$ cat src/rtl/systolic_pe_os_if.sv
// Bundles the operand, drain and status signals of one output-stationary PE.
// slave is the PE's own view; master is the view of whatever drives it.
interface systolic_pe_os_if #(
   parameter int DATA_W = 8,
   parameter int ACC_W  = 32,
   parameter int CNT_W  = 16
);
   logic [DATA_W-1:0] a_w;
   logic              a_valid_w;
   logic [DATA_W-1:0] b_n;
   logic              b_valid_n;
   logic              signed_mode;
   logic              acc_clr;
   logic              drain_load;
   logic              drain_shift;
   logic [ACC_W-1:0]  psum_n;
   logic              psum_valid_n;
   logic [DATA_W-1:0] a_e;
   logic              a_valid_e;
   logic [DATA_W-1:0] b_s;
   logic              b_valid_s;
   logic [ACC_W-1:0]  psum_s;
   logic              psum_valid_s;
   logic [CNT_W-1:0]  mac_cnt;
   logic              ovf;

   modport slave (
      input  a_w, a_valid_w, b_n, b_valid_n, signed_mode, acc_clr,
             drain_load, drain_shift, psum_n, psum_valid_n,
      output a_e, a_valid_e, b_s, b_valid_s, psum_s, psum_valid_s,
             mac_cnt, ovf
   );

   modport master (
      output a_w, a_valid_w, b_n, b_valid_n, signed_mode, acc_clr,
             drain_load, drain_shift, psum_n, psum_valid_n,
      input  a_e, a_valid_e, b_s, b_valid_s, psum_s, psum_valid_s,
             mac_cnt, ovf
   );
endinterface

$ cat src/rtl/systolic_pe_os.sv
// Output-stationary systolic PE: forwards A east and B south, accumulates A*B
// locally with signed/unsigned and saturate/wrap options, and drains results south.
module systolic_pe_os #(
   parameter int DATA_W   = 8,
   parameter int ACC_W    = 32,
   parameter int SATURATE = 1,
   parameter int CNT_W    = 16
) (
   input logic             clk,
   input logic             rst,
   systolic_pe_os_if.slave bus
);
   localparam int PW = 2 * DATA_W;
   localparam int XW = ACC_W + 1;

   logic [DATA_W-1:0] a_q;
   logic              a_valid_q;
   logic [DATA_W-1:0] b_q;
   logic              b_valid_q;
   logic [ACC_W-1:0]  psum_q;
   logic              psum_valid_q;
   logic [ACC_W-1:0]  acc;
   logic [CNT_W-1:0]  cnt;
   logic              ovf_q;

   logic              mac;
   logic              clear;
   logic [PW-1:0]     a_x;
   logic [PW-1:0]     b_x;
   logic [PW-1:0]     prod;
   logic [XW-1:0]     prod_x;
   logic [XW-1:0]     acc_x;
   logic [XW-1:0]     sum;
   logic              overflow;
   logic [ACC_W-1:0]  sat_val;
   logic [ACC_W-1:0]  acc_mac;

   // Operands are extended to 2*DATA_W before multiplying so the low half of
   // the product is correct for both signed and unsigned interpretation.
   always_comb begin
      mac      = bus.a_valid_w & bus.b_valid_n;
      clear    = bus.acc_clr | bus.drain_load;
      a_x      = {{DATA_W{bus.signed_mode & bus.a_w[DATA_W-1]}}, bus.a_w};
      b_x      = {{DATA_W{bus.signed_mode & bus.b_n[DATA_W-1]}}, bus.b_n};
      prod     = a_x * b_x;
      prod_x   = {{(XW-PW){bus.signed_mode & prod[PW-1]}}, prod};
      acc_x    = {bus.signed_mode & acc[ACC_W-1], acc};
      sum      = acc_x + prod_x;
      overflow = bus.signed_mode ? (sum[ACC_W] ^ sum[ACC_W-1]) : sum[ACC_W];
      sat_val  = '1;
      if (bus.signed_mode) begin
         sat_val = sum[ACC_W] ? {1'b1, {(ACC_W-1){1'b0}}} : {1'b0, {(ACC_W-1){1'b1}}};
      end
      acc_mac = sum[ACC_W-1:0];
      if (overflow && (SATURATE != 0)) begin
         acc_mac = sat_val;
      end
   end

   // A drain_load clears the tile exactly like acc_clr, after psum_s has
   // captured the pre-update accumulator.
   always_ff @(posedge clk) begin
      if (rst) begin
         a_q          <= '0;
         a_valid_q    <= 1'b0;
         b_q          <= '0;
         b_valid_q    <= 1'b0;
         psum_q       <= '0;
         psum_valid_q <= 1'b0;
         acc          <= '0;
         cnt          <= '0;
         ovf_q        <= 1'b0;
      end else begin
         a_q       <= bus.a_w;
         a_valid_q <= bus.a_valid_w;
         b_q       <= bus.b_n;
         b_valid_q <= bus.b_valid_n;

         if (bus.drain_load) begin
            psum_q       <= acc;
            psum_valid_q <= 1'b1;
         end else if (bus.drain_shift) begin
            psum_q       <= bus.psum_n;
            psum_valid_q <= bus.psum_valid_n;
         end else begin
            psum_valid_q <= 1'b0;
         end

         if (clear) begin
            acc   <= mac ? prod_x[ACC_W-1:0] : '0;
            cnt   <= CNT_W'(mac);
            ovf_q <= 1'b0;
         end else if (mac) begin
            acc <= acc_mac;
            cnt <= (cnt == '1) ? cnt : cnt + 1'b1;
            if (overflow) begin
               ovf_q <= 1'b1;
            end
         end
      end
   end

   assign bus.a_e          = a_q;
   assign bus.a_valid_e    = a_valid_q;
   assign bus.b_s          = b_q;
   assign bus.b_valid_s    = b_valid_q;
   assign bus.psum_s       = psum_q;
   assign bus.psum_valid_s = psum_valid_q;
   assign bus.mac_cnt      = cnt;
   assign bus.ovf          = ovf_q;
endmodule

$ cat src/flat_wrapper.sv
// flat-port wrapper written by rule: the top's interface ports become plain ports
module systolic_pe_os_flat 
#(
   parameter int DATA_W   = 8,
   parameter int ACC_W    = 32,
   parameter int SATURATE = 1,
   parameter int CNT_W    = 16
)
  (clk, rst, bus_a_w, bus_a_valid_w, bus_b_n, bus_b_valid_n, bus_signed_mode, bus_acc_clr, bus_drain_load, bus_drain_shift, bus_psum_n, bus_psum_valid_n, bus_a_e, bus_a_valid_e, bus_b_s, bus_b_valid_s, bus_psum_s, bus_psum_valid_s, bus_mac_cnt, bus_ovf);
  systolic_pe_os_if #(.DATA_W(DATA_W), .ACC_W(ACC_W), .CNT_W(CNT_W)) bus_i ();
  input logic clk;
  input logic rst;
  input wire logic [$bits(bus_i.a_w)-1:0] bus_a_w;
  input wire logic [$bits(bus_i.a_valid_w)-1:0] bus_a_valid_w;
  input wire logic [$bits(bus_i.b_n)-1:0] bus_b_n;
  input wire logic [$bits(bus_i.b_valid_n)-1:0] bus_b_valid_n;
  input wire logic [$bits(bus_i.signed_mode)-1:0] bus_signed_mode;
  input wire logic [$bits(bus_i.acc_clr)-1:0] bus_acc_clr;
  input wire logic [$bits(bus_i.drain_load)-1:0] bus_drain_load;
  input wire logic [$bits(bus_i.drain_shift)-1:0] bus_drain_shift;
  input wire logic [$bits(bus_i.psum_n)-1:0] bus_psum_n;
  input wire logic [$bits(bus_i.psum_valid_n)-1:0] bus_psum_valid_n;
  output wire logic [$bits(bus_i.a_e)-1:0] bus_a_e;
  output wire logic [$bits(bus_i.a_valid_e)-1:0] bus_a_valid_e;
  output wire logic [$bits(bus_i.b_s)-1:0] bus_b_s;
  output wire logic [$bits(bus_i.b_valid_s)-1:0] bus_b_valid_s;
  output wire logic [$bits(bus_i.psum_s)-1:0] bus_psum_s;
  output wire logic [$bits(bus_i.psum_valid_s)-1:0] bus_psum_valid_s;
  output wire logic [$bits(bus_i.mac_cnt)-1:0] bus_mac_cnt;
  output wire logic [$bits(bus_i.ovf)-1:0] bus_ovf;
  assign bus_i.a_w = bus_a_w;
  assign bus_i.a_valid_w = bus_a_valid_w;
  assign bus_i.b_n = bus_b_n;
  assign bus_i.b_valid_n = bus_b_valid_n;
  assign bus_i.signed_mode = bus_signed_mode;
  assign bus_i.acc_clr = bus_acc_clr;
  assign bus_i.drain_load = bus_drain_load;
  assign bus_i.drain_shift = bus_drain_shift;
  assign bus_i.psum_n = bus_psum_n;
  assign bus_i.psum_valid_n = bus_psum_valid_n;
  assign bus_a_e = bus_i.a_e;
  assign bus_a_valid_e = bus_i.a_valid_e;
  assign bus_b_s = bus_i.b_s;
  assign bus_b_valid_s = bus_i.b_valid_s;
  assign bus_psum_s = bus_i.psum_s;
  assign bus_psum_valid_s = bus_i.psum_valid_s;
  assign bus_mac_cnt = bus_i.mac_cnt;
  assign bus_ovf = bus_i.ovf;
  systolic_pe_os #(.DATA_W(DATA_W), .ACC_W(ACC_W), .SATURATE(SATURATE), .CNT_W(CNT_W)) u_core (.clk(clk), .rst(rst), .bus(bus_i));
endmodule
$ cat config.mk
export PLATFORM = sky130hd
export DESIGN_NAME = systolic_pe_os_flat
export DESIGN_NICKNAME = d
export VERILOG_FILES = /design/src/rtl/systolic_pe_os_if.sv /design/src/rtl/systolic_pe_os.sv /design/src/flat_wrapper.sv
export SDC_FILE = /design/constraint.sdc
export NUM_CORES = 1
export LEC_CHECK = 0
export BUFFER_PORTS_ARGS = -buffer_cell sky130_fd_sc_hd__buf_2
export CORE_ASPECT_RATIO = 0.75
export CORE_MARGIN = 3
export CORE_UTILIZATION = 35
export CTS_CLUSTER_DIAMETER = 200
export DETAILED_ROUTE_END_ITERATION = 8
export RECOVER_POWER = 100
export SLEW_MARGIN = 25
export SYNTH_ARGS = -nofsm -noshare
export SYNTH_HDL_FRONTEND = slang
export SYNTH_SLANG_ARGS = --single-unit
$ cat constraint.sdc
create_clock -name clk -period 14.98 [get_ports clk]
set_clock_uncertainty 0.1 [all_clocks]
set_input_delay 2.996 -clock clk [delete_from_list [all_inputs] [get_ports clk]]
set_output_delay 2.996 -clock clk [all_outputs]
set_load 0.05 [all_outputs]
==> impl_metrics.yaml <==
sta:
  drv_slew: 69
  layout_min_cycle_time_ns: 12.63
  fin_ws_ns: 2.354
  setup_viol: 0
  tns_ns: 0
  worst_slew_pin_slew_ns: 3.315
  max_freq_ghz: 0.07920
  grt_setup_unrepaired: "no"
  slew_headroom: -1.210
  fin_crit_sh: 0.8428
  hold_viol: 0
place:
  dp_slack_ns: 3.325
  gp_congestion: 0.8439
  hpwl_um: 17500
  io_buffer_count: 124
  placed_area_um2: 9395
run_status:
  status: "finished, violations left"
  violations: "max-capacitance violations, max-slew violations"
global_routing:
  grt_pass1_vias: 7205
  overflow: 0
  antenna_found_initial: 1
  track_usage: 0.1745
  grt_first_pass_wirelength_um: 38010
  grt_max_degree: 69
synth:
  synth-main-ff-cell: "dfxtp_1"
  yosysWarnings: 0
  async_flop_share: 0
  yosysUniqueCellTypes: 80
  synth_edf_count: 0
  synth_compound_area_frac: 0.1654
  synth-seq-cells: 100
  synth-xor-area-share: 0.06019
  synthCells: 1011
  syn_area_per_cell_um2: 8.471
  synth_top_family_by_area: "adder cells"
  synthSimpleGateAreaFrac: 0.2076
  synth_area_um2: 8564
  synth-seq-area-share: 0.2337
  muxShareOfSynthArea: 0.04514
  synth.net_count: 1182
  synth_fa_ha_area_frac: 0.2240
floorplan:
  die_area_um2: 26400
  io_pins: 125
  die_w_um: 186.6
  die_h_um: 141.5
  initial_core_util: 0.3638
  rows: 48
  core_um2: 23540
final_layout:
  fin_util: 0.4065
  final_area_um2: 9569
  final-seq-area_um2: 2002
  n_fill_cell: 2455
  drive_gt1_frac: 0.09511
  nNetsFinal: 1270
  area_growth_pct: 11.73
  antenna_cells: 0
  multi_input_area_um2: 5966
min_path:
  holdCritPathClass: "flip-flop to flip-flop"
routing:
  drt-initial-drc-count: 491
  antenna_left: 0
  viasPerCell: 5.140
  routedWlPerCell_um: 16.03
  first_pass_iters: 5
  wl_um: 22910
  drc_errors: 0
  vias: 7345
power_and_ir_drop:
  power_mw: 2.104
  cellLeakagePower_nw: 4.167
  p_per_area_nw_per_um2: 219.8
  peakVddDrop_v: 0.0001334
clock_tree:
  cts_tree: "built"
  h-tree-depth: 3
  cts_max_path_buffers: 2
  post_cts_resized: 0
  cts_buffers: 9
  cts_hold_buf: 0
  post_cts_buffers: 0
  root_buffer: "clkbuf_16"
  clock_latency_ns: 0.35
  cts.clk_slew.worst_paths_ns: 0.08
  clock-sinks: 100
worst_setup_path:
  worstPathMaxFanout: 16
  cp_top_family: "adder cells"
  slowest_delay_ns: 0.63
  path_class: "input pin to flip-flop"
  crit_slowest_cell: "xnor2_1"
  cpMostUsedCell: "fa_1"
  critPathLaunchType: "input pin"
  path_buf_inv: 5
  cp_data_required_time_ns: 15.10
  arrival_ns: 12.75
  cp-end-kind: "flip-flop"
run:
  max_cap_viol_count: 1
## through the flow
step	cells	hold slack (ns)
2_1_floorplan	1011	0.3778
3_3_place_gp	1413	0.4115
3_5_place_dp	1413	0.3954
4_1_cts	1429	0.4185
5_1_grt	1429	0.4542
6_report	1429	0.4348
## cell type report
cell class	count	area share
Inverter	87	0.03413
Clock buffer	9	0.02354
Sequential cell	100	0.2092
Multi-Input combinational cell	774	0.6234
Clock inverter	7	0.009153
Tap cell	325	0.04249
Timing Repair Buffer	127	0.05805
## worst reg2reg max path: cells and delay by family, from the launching register on
kind / cells / cell delay, ns
compound gates: 7 / 2.12
fa+ha+maj: 2 / 0.69
flops: 1 / 0.34
simple gates: 3 / 1.34
## registers in the layout, indices dropped and copies added (netlist names)
| signal | count |
|---|---|
| u_core.acc | 32 |
| u_core.bus.a_e | 8 |
| u_core.bus.psum_valid_s | 1 |
| u_core.bus.mac_cnt | 16 |
| u_core.bus.b_s | 8 |
| u_core.bus.a_valid_e | 1 |
| u_core.bus.ovf | 1 |
| u_core.bus.b_valid_s | 1 |
| u_core.bus.psum_s | 32 |
## Yosys cell counts (14+ instances only)
library cell,instances,area share
and3_1,15,0.011
dfxtp_1,100,0.23
ha_1,50,0.073
nor3_1,15,0.0088
nand2_1,75,0.033
nand3_1,21,0.012
xnor2_1,30,0.031
nor2_1,116,0.051
fa_1,64,0.15
clkbuf_1,35,0.015
mux2i_1,30,0.035
xor2_1,16,0.016
and2_1,41,0.030
inv_1,87,0.038
nor2b_1,30,0.022
a21oi_1,88,0.051
o21ai_0,28,0.016
a211oi_1,14,0.012
## metal layers
| metal | GRT usage | share of wire | wire [um] |
|---|---|---|---|
| met1 | 0.2516 | 0.49 | 11260 |
| met2 | 0.2786 | 0.45 | 10290 |
| met3 | 0.03062 | 0.049 | 1115 |
| met4 | 0.03101 | 0.010 | 234 |
| met5 | 0 | 0.00039 | 9 |
## logic make-up (layout without fill, tap and decap cells)
kind of cell | after synthesis | count (layout)
AND/OR/NAND/NOR | 355 | 355
flip-flops | 100 | 100
buffers and inverters | 137 | 230
XOR/XNOR | 52 | 52
multiplexers | 35 | 35
AO/OA/AOI/OAI | 217 | 217
adder cells (fa/ha/maj) | 115 | 115
## where the power goes
| part | internal [mW] | leakage [nW] | total [mW] | switching (mW) |
|---|---|---|---|---|
| sequential | 0.305 | 0.817 | 0.356 | 0.0511 |
| combinational | 0.610 | 3.20 | 1.50 | 0.889 |
| clock | 0.133 | 0.150 | 0.249 | 0.116 |
| total | 1.05 | 4.17 | 2.10 | 1.06 |
## path summary, 6_finish.rpt
path	slack, ns	cells after the start	startpoint	endpoint
min reg2reg	0.43	2	u_core.bus.ovf	u_core.bus.ovf
max reg2reg	10.28	12	u_core.acc[0]	u_core.acc[18]
min	0.43	2	u_core.bus.ovf	u_core.bus.ovf
max	2.35	28	bus_signed_mode	u_core.acc[18]
## placed cells by master, fill, tap and decap left out, types with 9 or more instances in the layout
master     instances
a211oi_1          14
a21oi_1           88
a22oi_1           10
and2_1            41
and3_1            15
buf_2             54
clkbuf_1          70
clkbuf_16          9
dfxtp_1          100
fa_1              64
ha_1              50
inv_1             87
mux2i_1           30
nand2_1           75
nand3_1           21
nor2_1           115
nor2b_1           30
nor3_1            17
o21ai_0           32
xnor2_1           31
xor2_1            16
Note: power is estimated with default switching activity, not from simulation.
